**config.mk**
```make
export PLATFORM = sky130hd
export DESIGN_NAME = rr_fifo_arbiter_param
export DESIGN_NICKNAME = d
export VERILOG_FILES = /design/src/rtl/rr_fifo_arbiter_param_pkg.sv /design/src/rtl/rr_fifo_arbiter_param_fifo.sv /design/src/rtl/rr_fifo_arbiter_param.sv
export SDC_FILE = /design/constraint.sdc
export NUM_CORES = 1
export LEC_CHECK = 0
export ABC_AREA = 0
export BUFFER_PORTS_ARGS = -buffer_cell sky130_fd_sc_hd__buf_4
export CAP_MARGIN = 20
export CORE_ASPECT_RATIO = 0.75
export CORE_MARGIN = 2
export CORE_UTILIZATION = 40
export DETAILED_ROUTE_END_ITERATION = 12
export HOLD_SLACK_MARGIN = 0.02
export PLACE_DENSITY_LB_ADDON = 0.3
export SLEW_MARGIN = 0
export SYNTH_ARGS = -nofsm -noshare
export SYNTH_HDL_FRONTEND = slang
export SYNTH_SLANG_ARGS = --single-unit
```
**constraint.sdc**
```tcl
create_clock -name clk -period 3.7 [get_ports clk]
set_input_delay 0.37 -clock clk [delete_from_list [all_inputs] [get_ports clk]]
set_output_delay 0.37 -clock clk [all_outputs]
set_load 0.1 [all_outputs]
```
**src/rtl/rr_fifo_arbiter_param_pkg.sv**
```systemverilog
// Shared defaults and sizing helpers for the parametrised round-robin FIFO arbiter.
package rr_fifo_arbiter_param_pkg;

    localparam int DEF_NUM_CH = 4;
    localparam int DEF_DATA_W = 8;
    localparam int DEF_DEPTH  = 8;

    // A count must reach DEPTH itself, so it needs one bit more than a pointer.
    function automatic int cnt_w(input int depth);
        return $clog2(depth) + 1;
    endfunction

endpackage

```
**src/rtl/rr_fifo_arbiter_param_fifo.sv**
```systemverilog
// Per-channel FIFO: registered pointers/count, combinational head, and drop detection.
module rr_channel_fifo
    import rr_fifo_arbiter_param_pkg::*;
#(
    parameter int DATA_W = DEF_DATA_W,
    parameter int DEPTH  = DEF_DEPTH,
    localparam int PTR_W = $clog2(DEPTH),
    localparam int CNT_W = cnt_w(DEPTH)
) (
    input  logic              clk,
    input  logic              rst_n,
    input  logic              push,
    input  logic              pop,
    input  logic [DATA_W-1:0] wdata,
    output logic [DATA_W-1:0] rdata,
    output logic [CNT_W-1:0]  count,
    output logic              full,
    output logic              empty,
    output logic              drop
);

    logic [DATA_W-1:0] r_mem [DEPTH];
    logic [PTR_W-1:0]  r_wr_ptr;
    logic [PTR_W-1:0]  r_rd_ptr;
    logic [CNT_W-1:0]  r_count;
    logic              w_pop;
    logic              w_push_ok;

    assign full      = (r_count == CNT_W'(DEPTH));
    assign empty     = (r_count == '0);
    assign w_pop     = pop && !empty;
    // A full FIFO still accepts a write when its head leaves in the same cycle.
    assign w_push_ok = push && (!full || w_pop);
    assign drop      = push && full && !w_pop;
    assign rdata     = r_mem[r_rd_ptr];
    assign count     = r_count;

    always_ff @(posedge clk or negedge rst_n) begin
        if (!rst_n) begin
            r_wr_ptr <= '0;
            r_rd_ptr <= '0;
            r_count  <= '0;
        end else begin
            if (w_push_ok) r_wr_ptr <= r_wr_ptr + PTR_W'(1);
            if (w_pop)     r_rd_ptr <= r_rd_ptr + PTR_W'(1);
            case ({w_push_ok, w_pop})
                2'b10:   r_count <= r_count + CNT_W'(1);
                2'b01:   r_count <= r_count - CNT_W'(1);
                default: r_count <= r_count;
            endcase
        end
    end

    // NOTE: storage has no reset; the count decides what is valid, so stale words never escape.
    always_ff @(posedge clk) begin
        if (w_push_ok) r_mem[r_wr_ptr] <= wdata;
    end

endmodule

```
**src/rtl/rr_fifo_arbiter_param.sv**
```systemverilog
// NUM_CH private FIFOs drained by a work-conserving round-robin arbiter into one registered stream.
module rr_fifo_arbiter_param
    import rr_fifo_arbiter_param_pkg::*;
#(
    parameter int NUM_CH = DEF_NUM_CH,
    parameter int DATA_W = DEF_DATA_W,
    parameter int DEPTH  = DEF_DEPTH,
    localparam int GNT_W = $clog2(NUM_CH),
    localparam int CNT_W = cnt_w(DEPTH)
) (
    input  logic                     clk,
    input  logic                     rst_n,
    input  logic [NUM_CH-1:0]        wen,
    input  logic [NUM_CH*DATA_W-1:0] din,
    output logic [NUM_CH-1:0]        full,
    output logic [NUM_CH-1:0]        overflow,
    input  logic                     ovf_clr,
    input  logic                     ready,
    output logic                     valid,
    output logic [DATA_W-1:0]        dout,
    output logic [GNT_W-1:0]         grant_id
);

    logic [DATA_W-1:0] w_rdata [NUM_CH];
    logic [CNT_W-1:0]  w_count [NUM_CH];
    logic [NUM_CH-1:0] w_empty;
    logic [NUM_CH-1:0] w_nonempty;
    logic [NUM_CH-1:0] w_drop;
    logic [NUM_CH-1:0] w_pop;
    logic [GNT_W-1:0]  w_gnt;
    logic              w_load;

    logic              r_valid;
    logic [DATA_W-1:0] r_dout;
    logic [GNT_W-1:0]  r_grant_id;
    logic [GNT_W-1:0]  r_last_grant;
    logic [NUM_CH-1:0] r_overflow;

    for (genvar i = 0; i < NUM_CH; i++) begin : g_ch
        rr_channel_fifo #(.DATA_W(DATA_W), .DEPTH(DEPTH)) u_fifo (
            .clk   (clk),
            .rst_n (rst_n),
            .push  (wen[i]),
            .pop   (w_pop[i]),
            .wdata (din[i*DATA_W +: DATA_W]),
            .rdata (w_rdata[i]),
            .count (w_count[i]),
            .full  (full[i]),
            .empty (w_empty[i]),
            .drop  (w_drop[i])
        );
        assign w_nonempty[i] = (w_count[i] != '0);
    end

    // Search starts just after the previous winner, so every busy channel is served within NUM_CH loads.
    // NOTE: every output of this block gets a default first, so no latch is inferred.
    always_comb begin
        logic found;
        found = 1'b0;
        w_gnt = '0;
        for (int off = 1; off <= NUM_CH; off++) begin
            if (!found && !w_empty[(int'(r_last_grant) + off) % NUM_CH]) begin
                found = 1'b1;
                w_gnt = GNT_W'((int'(r_last_grant) + off) % NUM_CH);
            end
        end
    end

    assign w_load = (!r_valid || ready) && (|w_nonempty);
    assign w_pop  = w_load ? (NUM_CH'(1) << w_gnt) : '0;

    // NOTE: sequential state uses non-blocking assignments so all registers update from pre-edge values.
    always_ff @(posedge clk or negedge rst_n) begin
        if (!rst_n) begin
            r_valid      <= 1'b0;
            r_dout       <= '0;
            r_grant_id   <= '0;
            r_last_grant <= GNT_W'(NUM_CH - 1);
            r_overflow   <= '0;
        end else begin
            if (w_load) begin
                r_valid      <= 1'b1;
                r_dout       <= w_rdata[w_gnt];
                r_grant_id   <= w_gnt;
                r_last_grant <= w_gnt;
            end else if (r_valid && ready) begin
                r_valid <= 1'b0;
            end
            // A drop in the clearing cycle survives the clear.
            r_overflow <= (ovf_clr ? '0 : r_overflow) | w_drop;
        end
    end

    assign valid    = r_valid;
    assign dout     = r_dout;
    assign grant_id = r_grant_id;
    assign overflow = r_overflow;

endmodule
```
# --- Word-level counts from Yosys, hierarchy flattened ---
# Memory sizes are Yosys's and may differ from the RTL's.
# Cells that the tools add are included.
word_totals:
  word_cells: 165
  ram_bits: 256
  n_memories: 4
  in_bits: 40
  reg_bits: 57
  out_inout_bits: 19
classes:
  eq_ne: 12
  order_cmp: 5
  n_reduce_logical: 62
  bitwise_logic: 6
  n_shift: 1
  muxes: 38
  n_addsub: 20
mem_list:
  columns: ["name", "depth", "width", "rd", "rd_ports_with_merged_regs", "write_ports", "line_no", "rtl"]
  rows:
  - ["g_ch[0].u_fifo.r_mem", 8, 8, 1, 0, 1, "rr_fifo_arbiter_param_fifo.sv:22", "logic [DATA_W-1:0] r_mem [DEPTH];"]
  - ["g_ch[1].u_fifo.r_mem", 8, 8, 1, 0, 1, "rr_fifo_arbiter_param_fifo.sv:22", null]
  - ["g_ch[2].u_fifo.r_mem", 8, 8, 1, 0, 1, "rr_fifo_arbiter_param_fifo.sv:22", null]
  - ["g_ch[3].u_fifo.r_mem", 8, 8, 1, 0, 1, "rr_fifo_arbiter_param_fifo.sv:22", null]
ops:
  columns: ["operator", "count"]
  rows:
  - ["4-bit one-hot mux with 2 select lines", 4]
  - ["3-bit by 1-bit adder with 3-bit output, second input constant", 8]
  - ["1-bit logical AND", 21]
  - ["1-bit two-way mux", 21]
  - ["1-bit zero test", 18]
  - ["4-bit by 1-bit adder with 4-bit output, second input constant", 4]
  - ["8-bit binary-select mux with 2-bit select", 1]
  - ["4-bit equality test, second input constant", 4]
  - ["4-bit zero test", 4]
  - ["3-bit by 4-bit less-than comparator with 1-bit output, second input constant", 4]
  - ["8-bit two-way mux", 2]
  - ["4-bit nonzero test", 4]
  - ["4-bit by 1-bit subtractor with 4-bit output, second input constant", 4]
  - ["2-bit nonzero test", 5]
  - ["1-bit binary-select mux with 2-bit select", 4]
  - ["2-bit by 1-bit equality test with 1-bit output, second input constant", 4]
  - ["2-bit equality test, second input constant", 4]
  - ["2-bit two-way mux", 4]
  - ["4-bit two-way mux", 2]
  - ["2-bit OR reduction", 4]
  - ["1-bit logical OR", 5]
  - ["2-bit by 1-bit adder with 2-bit output, second input constant", 2]
  - ["2-bit adder, second input constant", 2]
  - ["1-bit AND, first input constant", 4]
  - ["other kinds (5)", 5]

# --- Logic depth before layout (Yosys ltp) ---
logic_depth:
  depth_word: 22
  mapped_depth: 16
  depth_no_buf: 13

# --- Hierarchy ---
# From an unflattened synthesis, not the netlist that was laid out.
hier_totals:
  hier_cells: 751
  hier_area_um2: 13535.5
modules_own_cells:
  columns: ["mod", "area_each_um2", "cells_per_inst", "instances", "seq_area_each_um2"]
  rows:
  - ["rr_channel_fifo at g_ch[0].u_fifo ...", 3085.5, 159, 3, 2172.1]
  - ["rr_channel_fifo at g_ch[1].u_fifo", 3260.6, 185, 1, 2172.1]
  - ["rr_fifo_arbiter_param", 1018.5, 89, 1, 427.9]

# --- Worst setup path after synthesis ---
# Ideal clock, no wire load.
synth_timing:
  kind: "register -> register"
  start: "register g_ch[0].u_fifo.r_count[1]"
  end: "memory g_ch[2].u_fifo.r_mem[0][0] in the netlist's numbering, enable pin"
  period_less_slack_ns: 3.220
  t_required_ns: 3.305
  setup_slack_ns: 0.480
  setup_ns: 0.395
  path_buffers: 4
  arrival_ns: 2.825
  stages_incl_launch_ff: 11
  path_cell_list: "dfrtp_1 -> buf_6 -> or4_4 -> o211ai_1 -> and3_1 -> buf_6 -> and3_4 -> buf_6 -> o21ai_4 -> buf_6 -> nor4_1"
synth_between:
  elab_chain_cells: 20
  elab_cells_between_ends: 38
  classes_between: "shift (1); mux (22); reduce/logical (15)"
synth_rtl:
  columns: ["element", "line_no", "rtl"]
  rows:
  - ["from (decl)", "rr_fifo_arbiter_param_fifo.sv:25", "logic [CNT_W-1:0] r_count;"]
  - ["from (signal assigned)", "rr_fifo_arbiter_param_fifo.sv:47", "2'b10: r_count <= r_count + CNT_W'(1);"]
  - ["from (signal assigned)", "rr_fifo_arbiter_param_fifo.sv:48", "2'b01: r_count <= r_count - CNT_W'(1);"]
  - ["from (signal assigned)", "rr_fifo_arbiter_param_fifo.sv:49", "default: r_count <= r_count;"]
  - ["4-bit zero test", "rr_fifo_arbiter_param_fifo.sv:30", "assign empty = (r_count == '0);"]
  - ["1-bit binary-select mux with 2-bit select", "rr_fifo_arbiter_param.sv:62", "if (!found && !w_empty[(int'(r_last_grant) + off) % NUM_CH]) begin"]
  - ["1-bit two-way mux (not written as such) (2 in series)", "rr_fifo_arbiter_param.sv:62", null]
  - ["1-bit zero test", "rr_fifo_arbiter_param.sv:62", null]
  - ["1-bit logical AND", "rr_fifo_arbiter_param.sv:62", null]
  - ["1-bit two-way mux", "rr_fifo_arbiter_param.sv:62", null]
  - ["1-bit zero test", "rr_fifo_arbiter_param.sv:62", null]
  - ["1-bit logical AND", "rr_fifo_arbiter_param.sv:62", null]
  - ["[4 not listed]", null, null]
  - ["1-bit by 2-bit << shifter with 4-bit output", "rr_fifo_arbiter_param.sv:70", "assign w_pop = w_load ? (NUM_CH'(1) << w_gnt) : '0;"]
  - ["4-bit two-way mux (*)", "rr_fifo_arbiter_param.sv:70", null]
  - ["1-bit logical AND (*)", "rr_fifo_arbiter_param_fifo.sv:31", "assign w_pop = pop && !empty;"]
  - ["net g_ch[2].u_fifo.w_pop", "rr_fifo_arbiter_param_fifo.sv:26", "logic w_pop;"]
  - ["1-bit logical OR (*)", "rr_fifo_arbiter_param_fifo.sv:33", "assign w_push_ok = push && (!full || w_pop);"]
  - ["1-bit logical AND (*)", "rr_fifo_arbiter_param_fifo.sv:33", null]
  - ["1-bit two-way mux (*)", "rr_fifo_arbiter_param_fifo.sv:56", "if (w_push_ok) r_mem[r_wr_ptr] <= wdata;"]
  - ["1-bit two-way mux (not written as such) (*)", "rr_fifo_arbiter_param_fifo.sv:56", null]
  - ["to (decl)", "rr_fifo_arbiter_param_fifo.sv:22", null]
# The timed path passes the listed nets; every way through them passes the cells marked *. The select of a mux whose other input is x is not followed.

# --- Final worst setup path ---
layout_timing:
  start: "register g_ch[1].u_fifo.r_count[2]"
  end: "register g_ch[2].u_fifo.r_count[2]"
layout_between:
  elab_chain_cells: 20
  elab_cells_between_ends: 40
  classes_between: "eq/ne (2); shift (1); mux (21); reduce/logical (16)"
layout_rtl:
  columns: ["element", "line_no", "rtl"]
  rows:
  - ["from (decl)", "rr_fifo_arbiter_param_fifo.sv:25", null]
  - ["from (signal assigned)", "rr_fifo_arbiter_param_fifo.sv:47", null]
  - ["from (signal assigned)", "rr_fifo_arbiter_param_fifo.sv:48", null]
  - ["from (signal assigned)", "rr_fifo_arbiter_param_fifo.sv:49", null]
  - ["4-bit zero test", "rr_fifo_arbiter_param_fifo.sv:30", null]
  - ["1-bit binary-select mux with 2-bit select", "rr_fifo_arbiter_param.sv:62", null]
  - ["1-bit two-way mux (not written as such) (2 in series)", "rr_fifo_arbiter_param.sv:62", null]
  - ["1-bit zero test", "rr_fifo_arbiter_param.sv:62", null]
  - ["1-bit logical AND", "rr_fifo_arbiter_param.sv:62", null]
  - ["1-bit two-way mux", "rr_fifo_arbiter_param.sv:62", null]
  - ["1-bit zero test", "rr_fifo_arbiter_param.sv:62", null]
  - ["1-bit logical AND", "rr_fifo_arbiter_param.sv:62", null]
  - ["[3 not listed]", null, null]
  - ["2-bit two-way mux", "rr_fifo_arbiter_param.sv:62", null]
  - ["1-bit by 2-bit << shifter with 4-bit output", "rr_fifo_arbiter_param.sv:70", null]
  - ["4-bit two-way mux (*)", "rr_fifo_arbiter_param.sv:70", null]
  - ["1-bit logical AND (*)", "rr_fifo_arbiter_param_fifo.sv:31", null]
  - ["1-bit logical OR", "rr_fifo_arbiter_param_fifo.sv:33", null]
  - ["1-bit logical AND", "rr_fifo_arbiter_param_fifo.sv:33", null]
  - ["2-bit by 1-bit equality test with 1-bit output or 2-bit equality test (tied branches)", "rr_fifo_arbiter_param_fifo.sv:46", "case ({w_push_ok, w_pop})"]
  - ["4-bit one-hot mux with 2 select lines or 2-bit nonzero test (tied branches)", null, null]
  - ["to (signal assigned)", "rr_fifo_arbiter_param_fifo.sv:47", null]
  - ["to (signal assigned)", "rr_fifo_arbiter_param_fifo.sv:48", null]
  - ["to (signal assigned)", "rr_fifo_arbiter_param_fifo.sv:49", null]
  - ["to (decl)", "rr_fifo_arbiter_param_fifo.sv:25", null]
# Every way passes the cells marked *; elsewhere a longest branch is shown, timed or not. The select of a mux whose other input is x is not followed.
# A chain may end at the register's enable or synchronous reset.

==> out/metrics.yaml <==
die:
  coreArea_sq_mm: 0.0324
  start_util: 0.407
  ioPinCount: 59
  rows: 57
  fp.dieArea_sq_mm: 0.0344
  die_width_um: 213
  die-height_um: 161
place:
  placedInstanceArea_sq_mm: 0.0143
  placement.io_buffers: 58
  place.detailed.hpwl_mm: 18.0
  place_ws_ps: 195
  routability_congestion_estimate_from_global_placement: 0.802
timing:
  setup_total_negative_slack_ps: 0
  hold_violations: 0
  period_needed_ps: 3540
  slew_headroom: 0.443
  final_min_period_over_clock_period: 0.956
  report.final.setup_viol: 0
  setup_repair_after_global_routing_missed_its_margin: "false"
  timing_worst_slew_pin_value_ps: 835
  setup_slack_ps: 162
  maxClockFrequency_mhz: 283
  clock-skew-final_ps: 19.1
  tightest_hold_margin_ps: 49.3
  timing_max_transition_violations_final: 0
global_routing:
  grt_first_pass_wirelength_mm: 41.8
  pin_count_of_the_biggest_net_entering_global_routing: 58
  gr-total-overflow: 0
  number_of_antenna_violations_at_the_first_check_in_global_routing: 0
  number_of_global_route_vias_before_repair: 6916
  global_route.usage.total: 0.162
cts:
  clockRootBuffer: "clkbuf_16"
  post_cts.resized_instances: 0
  worst_setup_hold_path_clk_slew_ps: 70
  clockBufferDepth: 3
  cts-htree-levels: 1
  tritoncts_num_sinks: 313
  clkLatencyLatePin_ps: 570
  cts_tree: "done"
  tritoncts.num_buffers: 31
  cts.repair_timing.setup_buffer_count: 0
worst_setup_path:
  worst_ep_required_time_ps: 4150
  critical_path_peak_fanout: 12
  reg2regPathDepth: 12
  crit_path_frequent_cell: "xor2_1"
  cp.depth: 12
  start_kind: "register"
  slowest_stage_cell_cp: "or4_4"
  path_delay_family: "simple AND/OR/NAND/NOR gates"
  worst-setup-path-type: "register to register"
  worst_ep_arrival_time_ps: 3990
  cpPeakStageDelay_ps: 620
  worst-path-buf-inv: 0
  crit_path_cell_trace: "or4_4 > a32oi_1 > and3_1 > and3_4 > o21ai_4 > ha_1 > xor2_1 > ha_1 > a21oi_1 > xor2_1 > nor2_1 > xor2_1"
  critical_path.endpoint_type: "register"
synth:
  synth.ff_latch_count: 313
  number_of_flops_mapped_to_enable_cells_by_yosys: 256
  synth_cell_types: 62
  ys_top_cells_by_count: "edfxtp_1, mux4_2, dfrtp_1"
  yosys_warnings: 0
  largest_cells_by_area_after_synthesis: "edfxtp_1, mux4_2, dfrtp_1"
  synthesized_net_count: 788
  netlist.top_cell.by_area: "edfxtp_1"
  synth.avg_cell_area_sq_um: 18.1
  synthMostInstantiatedCell: "edfxtp_1"
  asyncSetResetFlopFracSynth: 0.182
  synthesis.instances: 728
  synth.top_cell.area_share: 0.584
  yosys_most_used_dff: "edfxtp_1"
  ys_seq_area_frac: 0.693
  post_synthesis_instance_area_sq_mm: 0.0132
layout:
  synthToLayoutAreaGrowth_pct: 17.3
  ff_latch_area_sq_mm: 0.00912
  fin_util: 0.477
  fillCellCount: 2784
  post_route_cells_drive_above_1_share: 0.284
  finish.instance_area_sq_mm: 0.0154
  multiInputGateArea_sq_mm: 0.00377
  finish.net_count: 900
  antenna-diode-count: 0
pwr:
  switchingPower_w: 0.00467
  internal_power_w: 0.00835
  power.share.sequential: 0.421
  p_leak_nw: 5.41
  switching_share: 0.359
  power.combinational.fraction: 0.344
  power_frac_clock: 0.235
  power_per_standard_cell_area_mw_per_mm2: 843
  power.ir.vdd_worst_mv: 0.425
hold_path:
  timing.hold.worst.class: "input port to register"
  whs_path_depth: 1
route:
  post_drt_wl_per_cell_um: 20.6
  route.vias.total: 6725
  drt_iter0_drc: 569
  detailedRoute.firstPassIterationCount: 5
  drc_errors: 0
  antenna_left: 0
  post_drt_via_cell_ratio: 5.15
  wirelength_mm: 26.9
run:
  max_cap_viols: 0
run_status:
  outcome: "finished, final reports clean"
==> sequential cells by signal, summed over array words and instances (netlist names) <==
register,count
g_ch.u_fifo.r_mem,256
overflow,4
g_ch.u_fifo.r_rd_ptr,12
r_last_grant,2
g_ch.u_fifo.r_wr_ptr,12
g_ch.u_fifo.count,16
grant_id,2
dout,8
valid,1
==> final cells by class <==
type | count | area share
Timing Repair Buffer | 124 | 0.0634
Tap cell | 442 | 0.0358
Clock buffer | 46 | 0.0539
Sequential cell | 313 | 0.590
Clock inverter | 12 | 0.00907
Multi-Input combinational cell | 357 | 0.244
Inverter | 13 | 0.00316
==> through the flow <==
stage / total power, W / std cells
after floorplan: 0.00870 / 728
after global placement: 0.0100 / 1230
after detailed placement: 0.0101 / 1230
after CTS: 0.0132 / 1307
after global routing: 0.0137 / 1307
final: 0.0130 / 1307
==> power groups by stage <==
stage / registers, W / clock network [W] / logic, W
finish: 0.00548 / 0.00305 / 0.00448
global route: 0.00562 / 0.00327 / 0.00485
CTS: 0.00550 / 0.00315 / 0.00453
detailed placement: 0.00556 / 0 / 0.00450
global placement: 0.00554 / 0 / 0.00446
floorplan: 0.00542 / 0 / 0.00328
==> layout by cell type, fill, tap and decap left out, types with 4 or more instances in the layout <==
cell and count:
nand2b_1 7, nand2_1 25, nor3_1 12, nor4b_2 5, nand3_1 5, nor4_2 4
mux4_2 64, xor2_1 16, clkbuf_16 31, inv_1 12, nor2_1 23, o21ai_0 4
a21oi_1 13, o211ai_1 8, clkbuf_1 15, buf_4 105, a221o_1 8, nor2b_1 21
mux2_2 8, a211oi_1 24, xnor2_1 19, dlygate4sd3_1 19, edfxtp_1 256, nand3b_1 5
mux2i_1 19, ha_1 19, dfrtp_1 55
==> repair_timing <==
action                     CTS  global route
hold buffers                19             0
setup endpoints to repair    0             0
hold endpoints to repair   171             0
==> worst paths after layout <==
kind	from	endpoint	slack [ps]
setup / recovery	g_ch[1].u_fifo.count[2]$_DFFE_PN0P_	g_ch[2].u_fifo.count[2]$_DFFE_PN0P_	160
hold / removal	din[30]	g_ch[3].u_fifo.r_mem[2][6]$_DFFE_PP_	50
setup reg to reg	g_ch[1].u_fifo.count[2]$_DFFE_PN0P_	g_ch[2].u_fifo.count[2]$_DFFE_PN0P_	160
hold reg to reg	g_ch[1].u_fifo.count[3]$_DFFE_PN0P_	g_ch[1].u_fifo.count[3]$_DFFE_PN0P_	500
max in group asynchronous	rst_n	g_ch[3].u_fifo.r_wr_ptr[0]$_DFFE_PN0P_	2760
min in group asynchronous	rst_n	g_ch[1].u_fifo.r_wr_ptr[0]$_DFFE_PN0P_	420
==> metal layers <==
layer  track usage  up-vias  part of all wire
met1         0.247     3448              0.48
met2         0.244      115              0.46
met3        0.0284       35             0.041
met5             0        -                 0
met4        0.0338        0             0.021
li1              -     3127                 -
==> logic make-up (layout without fill, tap and decap cells) <==
family	Yosys count	after routing	share of synthesized area
DFF	313	313	0.693
and+or+nand+nor	125	125	0.0606
muxes	93	93	0.133
AOI/OAI and AO/OA	84	84	0.0493
buffers and inverters	58	195	0.0221
xor gates and xnor gates	35	35	0.0233
adders and majority gates	20	20	0.0196
(Power assumes the default switching activity.)
